**src/rtl/param_cc_encoder.sv**
```systemverilog
// Parameter record to MIDI CC encoder.
// Shadows each field, marks changes dirty and drains them as 3-byte CC messages.
package PARAMETER;
  typedef struct packed {
    logic [6:0] volume;
    logic [6:0] unison_detune;
    logic [6:0] attack_time;
    logic [6:0] decay_time;
    logic [6:0] sustain_level;
    logic [6:0] release_time;
    logic [6:0] tempo;
    logic [1:0] wave;
    logic       dispatcher_mode;
    logic [2:0] arp_mode;
    logic [2:0] arp_rate;
    logic [1:0] arp_rhythm;
  } parameter_t;
endpackage

module param_cc_encoder
  import PARAMETER::*;
#(
  parameter logic [3:0] CHANNEL = 4'd0
) (
  input  logic       clk,
  input  logic       reset,
  input  parameter_t parameters,
  input  logic       dump_req,
  output logic [7:0] tx_data,
  output logic       tx_valid,
  input  logic       tx_ready,
  output logic       busy
);

  typedef enum logic [1:0] {
    IDLE, STATUS, NUMBER, VALUE
  } state_t;

  localparam logic [6:0] CC_NUM [12] = '{
    7'd7,  7'd94, 7'd73, 7'd75,
    7'd79, 7'd72, 7'd14, 7'd15,
    7'd16, 7'd17, 7'd18, 7'd19
  };

  state_t     r_state;
  state_t     w_next;
  logic [11:0] r_dirty;
  logic [6:0] r_shadow [12];
  logic [6:0] r_cc;
  logic [6:0] r_val;
  logic [7:0] r_tx_data;
  logic       r_tx_valid;

  logic [6:0] w_field [12];
  logic [3:0] w_sel_idx;
  logic [11:0] w_sel;
  logic       w_take;
  logic [7:0] w_tx_data;
  logic       w_tx_valid;
  logic       w_hs;

  always_comb begin
    w_field[0]  = parameters.volume;
    w_field[1]  = parameters.unison_detune;
    w_field[2]  = parameters.attack_time;
    w_field[3]  = parameters.decay_time;
    w_field[4]  = parameters.sustain_level;
    w_field[5]  = parameters.release_time;
    w_field[6]  = parameters.tempo;
    w_field[7]  = {5'd0, parameters.wave};
    w_field[8]  = {6'd0, parameters.dispatcher_mode};
    w_field[9]  = {4'd0, parameters.arp_mode};
    w_field[10] = {4'd0, parameters.arp_rate};
    w_field[11] = {5'd0, parameters.arp_rhythm};
  end

  // Lowest dirty index wins; scan high to low so the last hit is lowest.
  always_comb begin
    w_sel_idx = 4'd0;
    for (int i = 11; i >= 0; i--) begin
      if (r_dirty[i]) w_sel_idx = 4'(i);
    end
    w_take = (r_state == IDLE) && (|r_dirty);
    w_sel = '0;
    if (w_take) w_sel[w_sel_idx] = 1'b1;
  end

  assign w_hs = r_tx_valid && tx_ready;

  always_comb begin
    w_next     = r_state;
    w_tx_data  = r_tx_data;
    w_tx_valid = r_tx_valid;
    unique case (r_state)
      IDLE: begin
        w_tx_valid = 1'b0;
        if (w_take) begin
          w_next     = STATUS;
          w_tx_data  = {4'hB, CHANNEL};
          w_tx_valid = 1'b1;
        end
      end
      STATUS: begin
        if (w_hs) begin
          w_next    = NUMBER;
          w_tx_data = {1'b0, r_cc};
        end
      end
      NUMBER: begin
        if (w_hs) begin
          w_next    = VALUE;
          w_tx_data = {1'b0, r_val};
        end
      end
      VALUE: begin
        if (w_hs) begin
          w_next     = IDLE;
          w_tx_valid = 1'b0;
        end
      end
      default: w_next = IDLE;
    endcase
  end

  always_ff @(posedge clk or posedge reset) begin
    if (reset) begin
      r_state    <= IDLE;
      r_tx_data  <= 8'h00;
      r_tx_valid <= 1'b0;
      r_cc       <= '0;
      r_val      <= '0;
    end else begin
      r_state    <= w_next;
      r_tx_data  <= w_tx_data;
      r_tx_valid <= w_tx_valid;
      if (w_take) begin
        r_cc  <= CC_NUM[w_sel_idx];
        r_val <= w_field[w_sel_idx];
      end
    end
  end

  always_ff @(posedge clk or posedge reset) begin
    if (reset) begin
      r_dirty <= '0;
      for (int i = 0; i < 12; i++) r_shadow[i] <= '0;
    end else begin
      for (int i = 0; i < 12; i++) begin
        if (w_sel[i]) begin
          r_shadow[i] <= w_field[i];
          r_dirty[i]  <= dump_req;
        end else begin
          r_dirty[i] <= r_dirty[i] | dump_req
                      | (w_field[i] != r_shadow[i]);
        end
      end
    end
  end

  assign tx_data  = r_tx_data;
  assign tx_valid = r_tx_valid;
  assign busy     = (r_state != IDLE) | (|r_dirty);

endmodule

```
**config.mk**
```make
export PLATFORM = sky130hd
export DESIGN_NAME = param_cc_encoder
export DESIGN_NICKNAME = d
export VERILOG_FILES = /design/src/rtl/param_cc_encoder.sv
export SDC_FILE = /design/constraint.sdc
export NUM_CORES = 1
export LEC_CHECK = 0
export BUFFER_PORTS_ARGS = -buffer_cell sky130_fd_sc_hd__buf_2
export CAP_MARGIN = 20
export CORE_MARGIN = 10
export CORE_UTILIZATION = 30
export CTS_CLUSTER_DIAMETER = 30
export DETAILED_ROUTE_END_ITERATION = 12
export PLACE_DENSITY_LB_ADDON = 0.12
export SYNTH_ARGS = -nofsm -noshare
export SYNTH_HDL_FRONTEND = slang
export SYNTH_SLANG_ARGS = --single-unit
export TNS_END_PERCENT = 5
```
**constraint.sdc**
```tcl
create_clock -name clk -period 6.06 [get_ports clk]
set_clock_uncertainty 0.1 [all_clocks]
set_input_delay 0.303 -clock clk [delete_from_list [all_inputs] [get_ports clk]]
set_output_delay 0.303 -clock clk [all_outputs]
set_load 0.01 [all_outputs]
```
==> run metrics, run 1 <==
syn nets=535; PnR worst setup slack=2819 ps; Post-Route Hold Slack=128.4 ps; Max Slew Vio Count=0; fin util=between 30% and 40%; Final setup viols=0; drt drc=0; total grt overflow=0; Pre-antenna DRT Iters=4; DR top layer=met4; deepest clock path buffer count=2; I/O Pins=between 70 and 80; Area growth syn-to-layout=17.51%; WL/cell=roughly 19 um; CP endpoint kind=register; CP max FO=20; via count=3798; synthesis-stage register bit count=96; Yosys cell types=42; fmax=0.3085 GHz; min-delay worst type=primary input to register; status=finished, final reports clean; Synth Instances=461; Syn Std Cell Area=5166 um2; Detailed Route WL=roughly 14 mm; global placement routability congestion=0.8538; Worst Tran Pin Value=683.1 ps; DPL Wire Length=11.13 mm; P per Cell Area=344.6 nW/um2; pre-CTS setup slack=2836 ps; Post-CTS Resized=0; largest net degree at the start of global routing=53; Avg Synthesized Cell Area=11.21 um2; Pwr Total=2.092 mW; synth top area cells=dfrtp_1 (47%), mux2_2 (14%), xor2_1 (9.7%); startpoint types=register; Rows=47; Async S/R FF share, synth=100.0%; vias in the first global route=4042; Initial DRC Count=166; DIE WIDTH=151.2 um; area share of the largest cell type after synthesis=46.50%; die area=22870 um2; post-synthesis sequential area ratio=between 40 and 50%; Via-to-Cell Ratio=5.017; total track usage=between 10% and 20%; # Max-Cap Violations=0; CTS tree=done; post-CTS setup buffers=0; first-pass GRT wire length=22.75 mm; diode count=0; Final Cycle Share=53.48%; Met3 Wirelength=698 um; layout cell share with drive strength beyond 1=a little under a third; CTS Sinks=96; core area=roughly 17000 um2; Synth top cells by count=dfrtp_1 (96), mux2_2 (64), xor2_1 (57); met1 wire length=about 6.7 mm; CTS Buf Count=9; PortBufs=73; H-tree depth=3; count leader, synth=dfrtp_1; Synth area leader=dfrtp_1; Worst-Skew Late Latency=350 ps; Setup CP Type=register to register; Final Hold Vio Count=0; initial antenna violation count=0; clk root buf=clkbuf_16; EDFF count, synth=0; Leakage Power=2.564 nW; worst vdd rail ir drop=0.1628 mV; Nets=608; Yosys Warn Count=0; Final min period=3241 ps; worst endpoint required time=around 6200 ps; Synth Flop Type=dfrtp_1; Die Ht=roughly 150 um; max_slew headroom=54.04%; WP data arrival=3380 ps; initial core utilization=30.82%; setup TNS=0 ps; Final ANT Viol Nets=0; clk slew on worst S/H paths=70 ps; RSZ-0062 raised after global routing=no; DR WL met2=6.796 mm
## power by group
part	internal [mW]	switching (mW)	total, mW
logic	0.281	0.343	0.625
clock network	0.329	0.252	0.581
registers	0.787	0.0996	0.886
## final timing paths
| kind | from | endpoint | slack, ps | cells after the start |
|---|---|---|---|---|
| min | parameters[31] | r_shadow[55] | 130 | 2 |
| min reg2reg | tx_data[4] | tx_data[4] | 370 | 1 |
| max | r_dirty[8] | r_shadow[45] | 2820 | 6 |
| min in group asynchronous | reset | r_shadow[7] | 520 | 3 |
| max reg2reg | r_dirty[8] | r_shadow[45] | 2820 | 6 |
| max in group asynchronous | reset | r_shadow[47] | 4300 | 4 |
## registers in the layout, indices dropped and copies added, names as in the netlist
register,count
r_val,7
r_shadow,60
r_cc,6
r_state,2
tx_data,8
r_dirty,12
tx_valid,1
## cell usage in the layout (no fill, tap or decap), types with 7 or more instances in the layout
| cell | synthesis | final |
|---|---|---|
| ha_1 | 10 | 10 |
| buf_2 | 1 | 73 |
| xor2_1 | 57 | 57 |
| nand3_1 | 7 | 7 |
| inv_1 | 8 | 7 |
| dfrtp_1 | 96 | 96 |
| mux2i_1 | 13 | 13 |
| a21oi_1 | 11 | 11 |
| nand2_1 | 47 | 47 |
| nor2_1 | 18 | 18 |
| mux2_2 | 64 | 64 |
| clkbuf_16 | 0 | 9 |
| a22o_1 | 8 | 8 |
| nor4_1 | 17 | 17 |
| a21o_1 | 13 | 13 |
| o21ai_0 | 25 | 24 |
## stage by stage
stage,cell area [um2],cells
finish,6071,757
global route,6071,757
CTS,6063,756
detailed placement,5759,741
global placement,5759,741
floorplan,5166,461
## kinds of logic after synthesis
group / count (synthesis) / share of synthesized area (%)
AND/OR/NAND/NOR: 108 / 9.857
flip-flops: 96 / 46.50
multiplexers: 82 / 18.65
AO/OA/AOI/OAI: 80 / 10.37
XOR/XNOR: 60 / 10.17
buffers and inverters: 25 / 2.034
adder cells (fa/ha/maj): 10 / 2.422
## critical path, cell delays in order (launching register included)
cell and delay [ps]:
dfrtp_1 420, o311ai_1 370, o311a_1 680, inv_2 380, ha_1 400, nand3_1 370, mux2_2 390
## metal layers
metal / GRT usage [%] / vias up
li1: - / 1809
met2: 20.87 / 86
met4: 4.139 / 0
met3: 3.311 / 12
met1: 16.70 / 1891
met5: 0 / -
## cell type report
| type | instances | area [um2] |
|---|---|---|
| Clock buffer | 10 | 239.0 |
| Clock inverter | 4 | 55.05 |
| Fill cell | 1703 | 10690 |
| Inverter | 10 | 42.54 |
| Multi-Input combinational cell | 340 | 2659 |
| Sequential cell | 96 | 2402 |
| Tap cell | 220 | 275.3 |
| Timing Repair Buffer | 77 | 397.9 |
## repair_timing
action / CTS / global route
endpoints found under the setup margin: 0 / 0
hold endpoints to repair: 37 / 0
hold buffers: 1 / 0
Note: power is estimated with default switching activity, not from simulation.
==> run 2, diff against run 1 <==
- clock period: 6.06 -> 3.12 ns (I/O delays scaled with it)
==> run 2 against run 1 <==
Net effect:
- first-iteration DRC count increased by 19%
- via count rose by 4.8%
- fmax rose by 19%
- largest power group unchanged
- highest routed layer unchanged
==> run metrics, run 2 (synthesized netlist as in run 1, its figures left out) <==
CP endpoint kind=register; Via-to-Cell Ratio=4.886 (-2.6%); max_slew headroom=57.93% (+3.9 points); DIE WIDTH=151.2 um (unchanged); total track usage=13.57% (+0.57 points); Detailed Route WL=15.00 mm (+4.5%); setup TNS=0 ps (unchanged); total grt overflow=0 (unchanged); Leakage Power=2.822 nW (+10%); H-tree depth=3 (unchanged); Worst Tran Pin Value=625.9 ps (-57.26 ps); DPL Wire Length=11.34 mm (+1.9%); Final Cycle Share=87.44% (+34 points); WL/cell=18.40 um (-2.9%); post-CTS setup buffers=0 (unchanged); core area=16760 um2 (unchanged); Final min period=2728 ps (-513.0 ps); # Max-Cap Violations=0 (unchanged); fill cell count=1661 (-2.5%); clk root buf=clkbuf_16; I/O Pins=74 (unchanged); Max Slew Vio Count=0 (unchanged); global-route met2 utilization=21.68% (+0.81 points); PortBufs=73 (unchanged); startpoint types=register; CTS Buf Count=9 (unchanged); most frequent cells in the layout=dfrtp_1 (96), buf_2 (73), mux2_2 (64), xor2_1 (57), dlygate4sd3_1 (49); status=finished, final reports clean; Rows=47 (unchanged); Pwr Total=4.250 mW (+100%); first-pass GRT wire length=23.71 mm (+4.2%); drt drc=0 (unchanged); dpl cell area=5839 um2 (+1.4%); Die Ht=151.2 um (unchanged); GR Layer Usage met1=17.69% (+0.98 points); Worst-Skew Late Latency=360 ps (about the same); CTS Sinks=96 (unchanged); initial core utilization=30.82% (unchanged); fin util=39.70% (+3.5 points); largest register by flop count=r_shadow; WP data arrival=2870 ps (-510 ps); Setup CP Type=register to register; worst vdd rail ir drop=0.3010 mV (+85%); Area growth syn-to-layout=28.80%; RSZ-0062 raised after global routing=no; worst endpoint required time=3260 ps (-2940 ps); fmax=0.3666 GHz (+19%); Initial DRC Count=198 (+19%); P per Cell Area=638.7 nW/um2 (+85%); deepest clock path buffer count=2 (unchanged); via count=3982 (+4.8%); Pre-antenna DRT Iters=4 (unchanged); largest net degree at the start of global routing=57 (+7.5%); layout cell share with drive strength beyond 1=28.91% (-1.6 points); Nets=664 (+9.2%); Finished Cell Area=6654 um2 (+9.6%); Final Hold Vio Count=0 (unchanged); clk slew on worst S/H paths=70 ps (about the same); met3 usage in global routing=3.461% (+0.15 points); Final setup viols=0 (unchanged); diode count=0 (unchanged); gr busiest metal=met2; CTS tree=done; vias in the first global route=4229 (+4.6%); min-delay worst type=primary input to register; Largest register FFs=60 (unchanged); initial antenna violation count=0 (unchanged); global placement routability congestion=0.8450 (-1.0%); CP max FO=20 (unchanged); commonest non-fill, non-tap cell in the layout=dfrtp_1; Final ANT Viol Nets=0 (unchanged); die area=22870 um2 (unchanged)
run 2: cell count changes in the layout (fill, tap and decap cells not counted):
cell           change
buf_12             +1
buf_4              +7
bufinv_16          +1
clkbuf_1           +2
clkinv_4           +1
clkinvlp_4         -1
dlygate4sd3_1     +48
inv_6              -1
run 2: layout make-up:
class                           count  area (um2)  share of cell area (%)
Timing Repair Buffer              133       950.9                   14.29
Inverter                           10       42.54                  0.6393
Clock inverter                      4       77.57                   1.166
Tap cell                          220       275.3                   4.137
Multi-Input combinational cell    340        2659                   39.96
Sequential cell                    96        2402                   36.10
Clock buffer                       12       246.5                   3.704
run 2: where the power goes:
part           internal (mW)  switching, mW
combinational          0.606          0.697
clock                  0.728          0.493
sequential              1.53          0.197
total                   2.86           1.39
run 2: per-stage QoR:
stage / std cells / hold WS, ps / setup slack, ps
after floorplan: 461 / 148.3 / 358.6
after global placement: 750 / 165.7 / 487.7
after detailed placement: 750 / 180.8 / 414.8
after CTS: 815 / 0.4727 / 401.4
after global routing: 815 / 3.853 / 182.8
final: 815 / 11.18 / 392.0
run 2: worst paths after layout:
check / end / cells after the start / startpoint / slack (ps)
hold reg to reg: tx_data[5] / 2 / tx_data[5] / 380
min in group asynchronous: r_dirty[10] / 3 / reset / 320
setup reg to reg: r_shadow[16] / 8 / r_dirty[3] / 390
max in group asynchronous: r_shadow[82] / 4 / reset / 1900
setup / recovery: r_shadow[16] / 8 / r_dirty[3] / 390
hold / removal: r_shadow[29] / 2 / parameters[10] / 10
run 2: worst max-delay path, stage by stage (launching register included):
cell	delay, ps
dfrtp_1	440
or3_1	400
o21ai_2	180
nand2b_1	340
inv_4	200
ha_1	280
buf_4	160
nand2_1	150
mux2_2	350
run 2: repair_timing:
| action | CTS | global route |
|---|---|---|
| hold buffers | 49 | 0 |
| endpoints found under the hold margin | 88 | 0 |
| resized for setup | 0 | 0 |
run 2: per-layer routing:
metal | wire length (um) | vias to the layer above
li1 | - | 1920
met1 | 6885 | 1953
met3 | 724 | 14
met5 | 0 | -
met4 | 152 | 0
met2 | 7236 | 95
